$ cat config.mk
export PLATFORM = sky130hd
export DESIGN_NAME = sig_timing_mon
export DESIGN_NICKNAME = d
export VERILOG_FILES = /design/src/rtl/sig_timing_mon.sv
export SDC_FILE = /design/constraint.sdc
export NUM_CORES = 1
export LEC_CHECK = 0
export BUFFER_PORTS_ARGS = -buffer_cell sky130_fd_sc_hd__buf_2
export CAP_MARGIN = 20
export CORE_MARGIN = 1
export CORE_UTILIZATION = 39
export DETAILED_ROUTE_END_ITERATION = 7
export SKIP_CTS_REPAIR_TIMING = 1
export SLEW_MARGIN = 20
export SYNTH_ARGS = -nofsm -noshare
export SYNTH_HDL_FRONTEND = slang
export SYNTH_SLANG_ARGS = --single-unit
$ cat constraint.sdc
create_clock -name clk -period 2.8 [get_ports clk]
set_input_delay 0.56 -clock clk [delete_from_list [all_inputs] [get_ports clk]]
set_output_delay 0.56 -clock clk [all_outputs]
set_load 0.05 [all_outputs]
$ cat src/rtl/sig_timing_mon.sv
// Pulse-width and period monitor for one asynchronous input, measured in clk cycles.
// Optional macro SIG_MON_GLITCH_FILTER_EN adds a 2-cycle stability filter after the synchroniser.
module sig_timing_mon #(
    parameter int CNT_W       = 16,
    parameter int SYNC_STAGES = 2
) (
    input  logic             clk,
    input  logic             nrst,
    input  logic             i_sig_in,
    input  logic             i_en,
    input  logic [CNT_W-1:0] i_min_width,
    input  logic [CNT_W-1:0] i_min_period,
    input  logic [CNT_W-1:0] i_max_period,
    input  logic             i_clr_sticky,
    output logic             o_width_vld,
    output logic             o_period_vld,
    output logic [CNT_W-1:0] o_last_width,
    output logic [CNT_W-1:0] o_last_period,
    output logic             o_width_err,
    output logic             o_period_err,
    output logic [1:0]       o_err_sticky
);

    typedef enum logic [1:0] {
        IDLE,
        ARMED,
        HIGH,
        LOW
    } state_t;

    localparam logic [CNT_W-1:0] CNT_ONE = {{(CNT_W-1){1'b0}}, 1'b1};
    localparam logic [CNT_W-1:0] CNT_MAX = '1;

    state_t             r_state;
    state_t             w_stateNxt;
    logic [SYNC_STAGES-1:0] r_sync;
    logic               w_syncOut;
    logic               w_s;
    logic               r_sD;
    logic               w_rise;
    logic               w_fall;
    logic [CNT_W-1:0]   r_wCnt;
    logic [CNT_W-1:0]   r_pCnt;
    logic               r_toDone;
    logic [CNT_W:0]     w_toLimit;
    logic               w_timeout;
    logic               w_widthCap;
    logic               w_periodCap;
    logic               w_widthErrNxt;
    logic               w_periodErrNxt;

    always_ff @(posedge clk or negedge nrst) begin
        if (!nrst) begin
            r_sync <= '0;
        end else begin
            r_sync <= {r_sync[SYNC_STAGES-2:0], i_sig_in};
        end
    end

    assign w_syncOut = r_sync[SYNC_STAGES-1];

`ifdef SIG_MON_GLITCH_FILTER_EN
    logic r_syncD;
    logic r_filt;

    // The filtered level follows the synchronised input only once it has been stable for two samples.
    always_ff @(posedge clk or negedge nrst) begin
        if (!nrst) begin
            r_syncD <= 1'b0;
            r_filt  <= 1'b0;
        end else begin
            r_syncD <= w_syncOut;
            if (w_syncOut == r_syncD) begin
                r_filt <= w_syncOut;
            end
        end
    end

    assign w_s = r_filt;
`else
    assign w_s = w_syncOut;
`endif

    always_ff @(posedge clk or negedge nrst) begin
        if (!nrst) begin
            r_sD <= 1'b0;
        end else begin
            r_sD <= w_s;
        end
    end

    assign w_rise = w_s & ~r_sD;
    assign w_fall = ~w_s & r_sD;

    // Counters freeze while disabled so the last partial measurement is never resumed mid-way.
    always_ff @(posedge clk or negedge nrst) begin
        if (!nrst) begin
            r_wCnt   <= '0;
            r_pCnt   <= '0;
            r_toDone <= 1'b0;
        end else if (i_en) begin
            if (w_rise) begin
                r_wCnt <= CNT_ONE;
            end else if (w_s && (r_wCnt != CNT_MAX)) begin
                r_wCnt <= r_wCnt + CNT_ONE;
            end
            if (w_rise) begin
                r_pCnt <= CNT_ONE;
            end else if (r_pCnt != CNT_MAX) begin
                r_pCnt <= r_pCnt + CNT_ONE;
            end
            if (w_rise) begin
                r_toDone <= 1'b0;
            end else if (w_timeout) begin
                r_toDone <= 1'b1;
            end
        end
    end

    // One bit wider so an all-ones max_period can never be matched.
    assign w_toLimit = {1'b0, i_max_period} + {{CNT_W{1'b0}}, 1'b1};
    assign w_timeout = ((r_state == HIGH) || (r_state == LOW)) && !r_toDone
                       && ({1'b0, r_pCnt} == w_toLimit);

    always_ff @(posedge clk or negedge nrst) begin
        if (!nrst) begin
            r_state <= IDLE;
        end else begin
            r_state <= w_stateNxt;
        end
    end

    always_comb begin
        w_stateNxt     = r_state;
        w_widthCap     = 1'b0;
        w_periodCap    = 1'b0;
        w_widthErrNxt  = 1'b0;
        w_periodErrNxt = 1'b0;
        if (!i_en) begin
            w_stateNxt = IDLE;
        end else begin
            case (r_state)
                IDLE: begin
                    w_stateNxt = ARMED;
                end
                ARMED: begin
                    if (w_rise) begin
                        w_stateNxt = HIGH;
                    end
                end
                HIGH: begin
                    if (w_fall) begin
                        w_stateNxt    = LOW;
                        w_widthCap    = 1'b1;
                        w_widthErrNxt = (r_wCnt < i_min_width);
                    end
                    if (w_timeout) begin
                        w_periodErrNxt = 1'b1;
                    end
                end
                LOW: begin
                    if (w_rise) begin
                        w_stateNxt     = HIGH;
                        w_periodCap    = 1'b1;
                        w_periodErrNxt = (r_pCnt < i_min_period) || (r_pCnt > i_max_period);
                    end
                    if (w_timeout) begin
                        w_periodErrNxt = 1'b1;
                    end
                end
                default: begin
                    w_stateNxt = IDLE;
                end
            endcase
        end
    end

    // A new error outranks a simultaneous clear of its sticky bit.
    always_ff @(posedge clk or negedge nrst) begin
        if (!nrst) begin
            o_width_vld   <= 1'b0;
            o_period_vld  <= 1'b0;
            o_width_err   <= 1'b0;
            o_period_err  <= 1'b0;
            o_last_width  <= '0;
            o_last_period <= '0;
            o_err_sticky  <= 2'b00;
        end else begin
            o_width_vld  <= w_widthCap;
            o_period_vld <= w_periodCap;
            o_width_err  <= w_widthErrNxt;
            o_period_err <= w_periodErrNxt;
            if (w_widthCap) begin
                o_last_width <= r_wCnt;
            end
            if (w_periodCap) begin
                o_last_period <= r_pCnt;
            end
            o_err_sticky[0] <= w_widthErrNxt  | (o_err_sticky[0] & ~i_clr_sticky);
            o_err_sticky[1] <= w_periodErrNxt | (o_err_sticky[1] & ~i_clr_sticky);
        end
    end

endmodule
==> run summary <==
Via-per-instance ratio -> 5.165
Crit path DAT -> 2690 ps
PnR worst setup slack -> 386.0 ps
Share of cells above drive strength 1 -> 26.34%
Crit path time final -> 2414 ps
DRC violations left -> 0
PD cells -> 492.0 nW/µm²
Sequential-to-total area share from yosys stat -> 38.62%
Asr flop ratio synth -> 100.0%
Via count -> 4044
Final WL -> 12170 µm
Clk sinks -> 76
Top-area cell type share of the netlist area -> 38.62%
Max_slew headroom -> 36.56%
DP Wirelength -> 9529 µm
CP Max Fanout -> 6
Post-place setup slack -> 252.2 ps
Worst vdd ir -> 0.0002512 V
Port Buf Inserts -> 90
1st-iter DRT viols -> 174
Final std cells w/o fill -> 783
Initial core utilization -> 40.49%
Nets -> 712
Die H -> 114.4 µm
Die ar. -> 13080 µm²
Dominant cells by area after synthesis -> dfrtp_1, ha_1, mux2_2
First-pass GRT wire length -> 19840 µm
Final Max Tran Viols -> 0
CTS Buf Count -> 9
CTS root buffer -> clkbuf_16
Startpoint type of the worst setup path -> flip-flop
Final GP Congestion -> 0.8386
Post-route ant nets -> 0
Unrepaired setup endpoints after global routing -> no
Vias in the first global route -> 4054
CP required -> 3070 ps
Top FF cell, synth -> dfrtp_1
Final setup violation count -> 0
CTS tree -> done
Yosys Warn Count -> 0
Max_cap viols -> 0
Largest net degree at the start of global routing -> 77
Aggregate global routing overflow -> 0
HP Class -> input pin to flip-flop
Initial antenna violation count -> 0
Worst hold slack -> 335.5 ps
Skew final -> 4.682 ps
Status -> completed
Syn Inst Count -> 508
Syn Nets -> 610
Part of the cycle the worst path needs -> 86.21%
Crit path kind -> flip-flop to flip-flop
Area Overhead vs Synth -> 19.87%
Max Root-Sink Buffers -> 2
Worst skew pair latency -> 330 ps
Max frequency -> 0.4143 GHz
Ant diodes -> 0
Core Region -> 12160 µm²
Flops & latches, synth -> 76
Post-Place Cells -> 767
Library cells used by synthesis -> 51
H-tree lvl count -> 3
Synth area leader -> dfrtp_1
Mapped cell area -> 4925 µm²
EDFF count, synth -> 0
Setup TNS Final -> 0 ps
Most frequent cells in the layout -> buf_2, dfrtp_1, inv_1
Row count -> 40
Avg Cell Area, Syn -> 9.694 µm²
Total chip power -> 2.904 mW
Commonest non-fill, non-tap cell in the layout -> buf_2
Final Hold Fails -> 0
Die span in x -> 114.4 µm
Worst-Margin Slew -> 951.6 ps
Critical Path End Type -> flip-flop
Clock transition at the registers of the reported paths -> 60 ps
WL/cell -> 15.54 µm
Leak -> 3.181 nW
Top-level I/O count -> 91
DR pass1 iterations -> 4
GRT Resource Usage Total -> 19.83%
-- state kept, by name (all words and copies together), names as in the netlist, 2 cells and up --
| name | flops |
|---|---|
| r_wCnt | 16 |
| r_state | 2 |
| o_err_sticky | 2 |
| r_sync | 2 |
| r_pCnt | 16 |
| o_last_period | 16 |
| o_last_width | 16 |
-- metrics by stage --
stage | utilization (%) | cell area (µm²)
CTS | 48.54 | 5903
global route | 48.54 | 5903
finish | 48.54 | 5903
global placement | 46.24 | 5624
detailed placement | 46.24 | 5624
floorplan | - | 4925
-- critical path, stage by stage (launching register included) --
cell and delay [ps]:
dfrtp_1 440, inv_1 110, ha_1 310, nor4bb_1 290
o311a_1 210, o211ai_1 90, nor4b_1 280, nand4_1 160
o31ai_1 340, a21o_1 120
-- cell families after synthesis --
group | synth area share (%)
AO/OA/AOI/OAI | 10.19
buffers and inverters | 5.513
multiplexers | 7.774
XOR/XNOR | 7.114
flip-flops | 38.62
adder cells (fa/ha/maj) | 12.45
AND/OR/NAND/NOR | 18.34
-- synthesized netlist by cell type (all sizes together) (3+ instances only) --
cell type and instances:
a21oi 22, nand4 23, xor2 27, nor3 13, nand3 18, mux2 34, nand2 24, buf 9
xnor2 13, inv 52, nor2b 4, a21o 10, and4 6, nor2 44, ha 49, dfrtp 76
clkbuf 5, nor4 4, o31ai 3, o21ai 17, or3 6, o211ai 3, and3 8, and2 7
-- metal layers --
layer	global-route usage, %	vias up	wire [µm]
met5	0	-	0
met4	6.580	0	214
met3	4.235	15	577
met2	33.90	106	5729
met1	24.88	1921	5644
li1	-	2002	-
-- where the power goes --
group	internal [mW]	leakage, nW	switching [mW]
Sequential	1.16	1.04	0.108
Combinational	0.233	2.02	0.330
Clock	0.620	0.127	0.451
Total	2.01	3.18	0.890
-- area by class of cell --
cell class              count  area, µm²
fillers                  1164       6259
multi-input cells         366       2751
flip-flops and latches     76       1902
repair buffers            105      565.5
clock buffers              10      239.0
well taps                 168      210.2
inverters                  52      195.2
clock inverters             6      40.04
-- final timing paths --
| kind | start | end | slack (ps) | depth (start not counted) |
|---|---|---|---|---|
| max | r_pCnt[0] | o_err_sticky[1] | 390 | 9 |
| min | i_sig_in | r_sync[0] | 340 | 1 |
| max reg2reg | r_pCnt[0] | o_err_sticky[1] | 390 | 9 |
| min reg2reg | r_sync[0] | r_sync[1] | 360 | 0 |
| max in group asynchronous | nrst | o_err_sticky[1] | 1820 | 1 |
| min in group asynchronous | nrst | o_last_width[11] | 370 | 1 |
(Power assumes the default switching activity.)
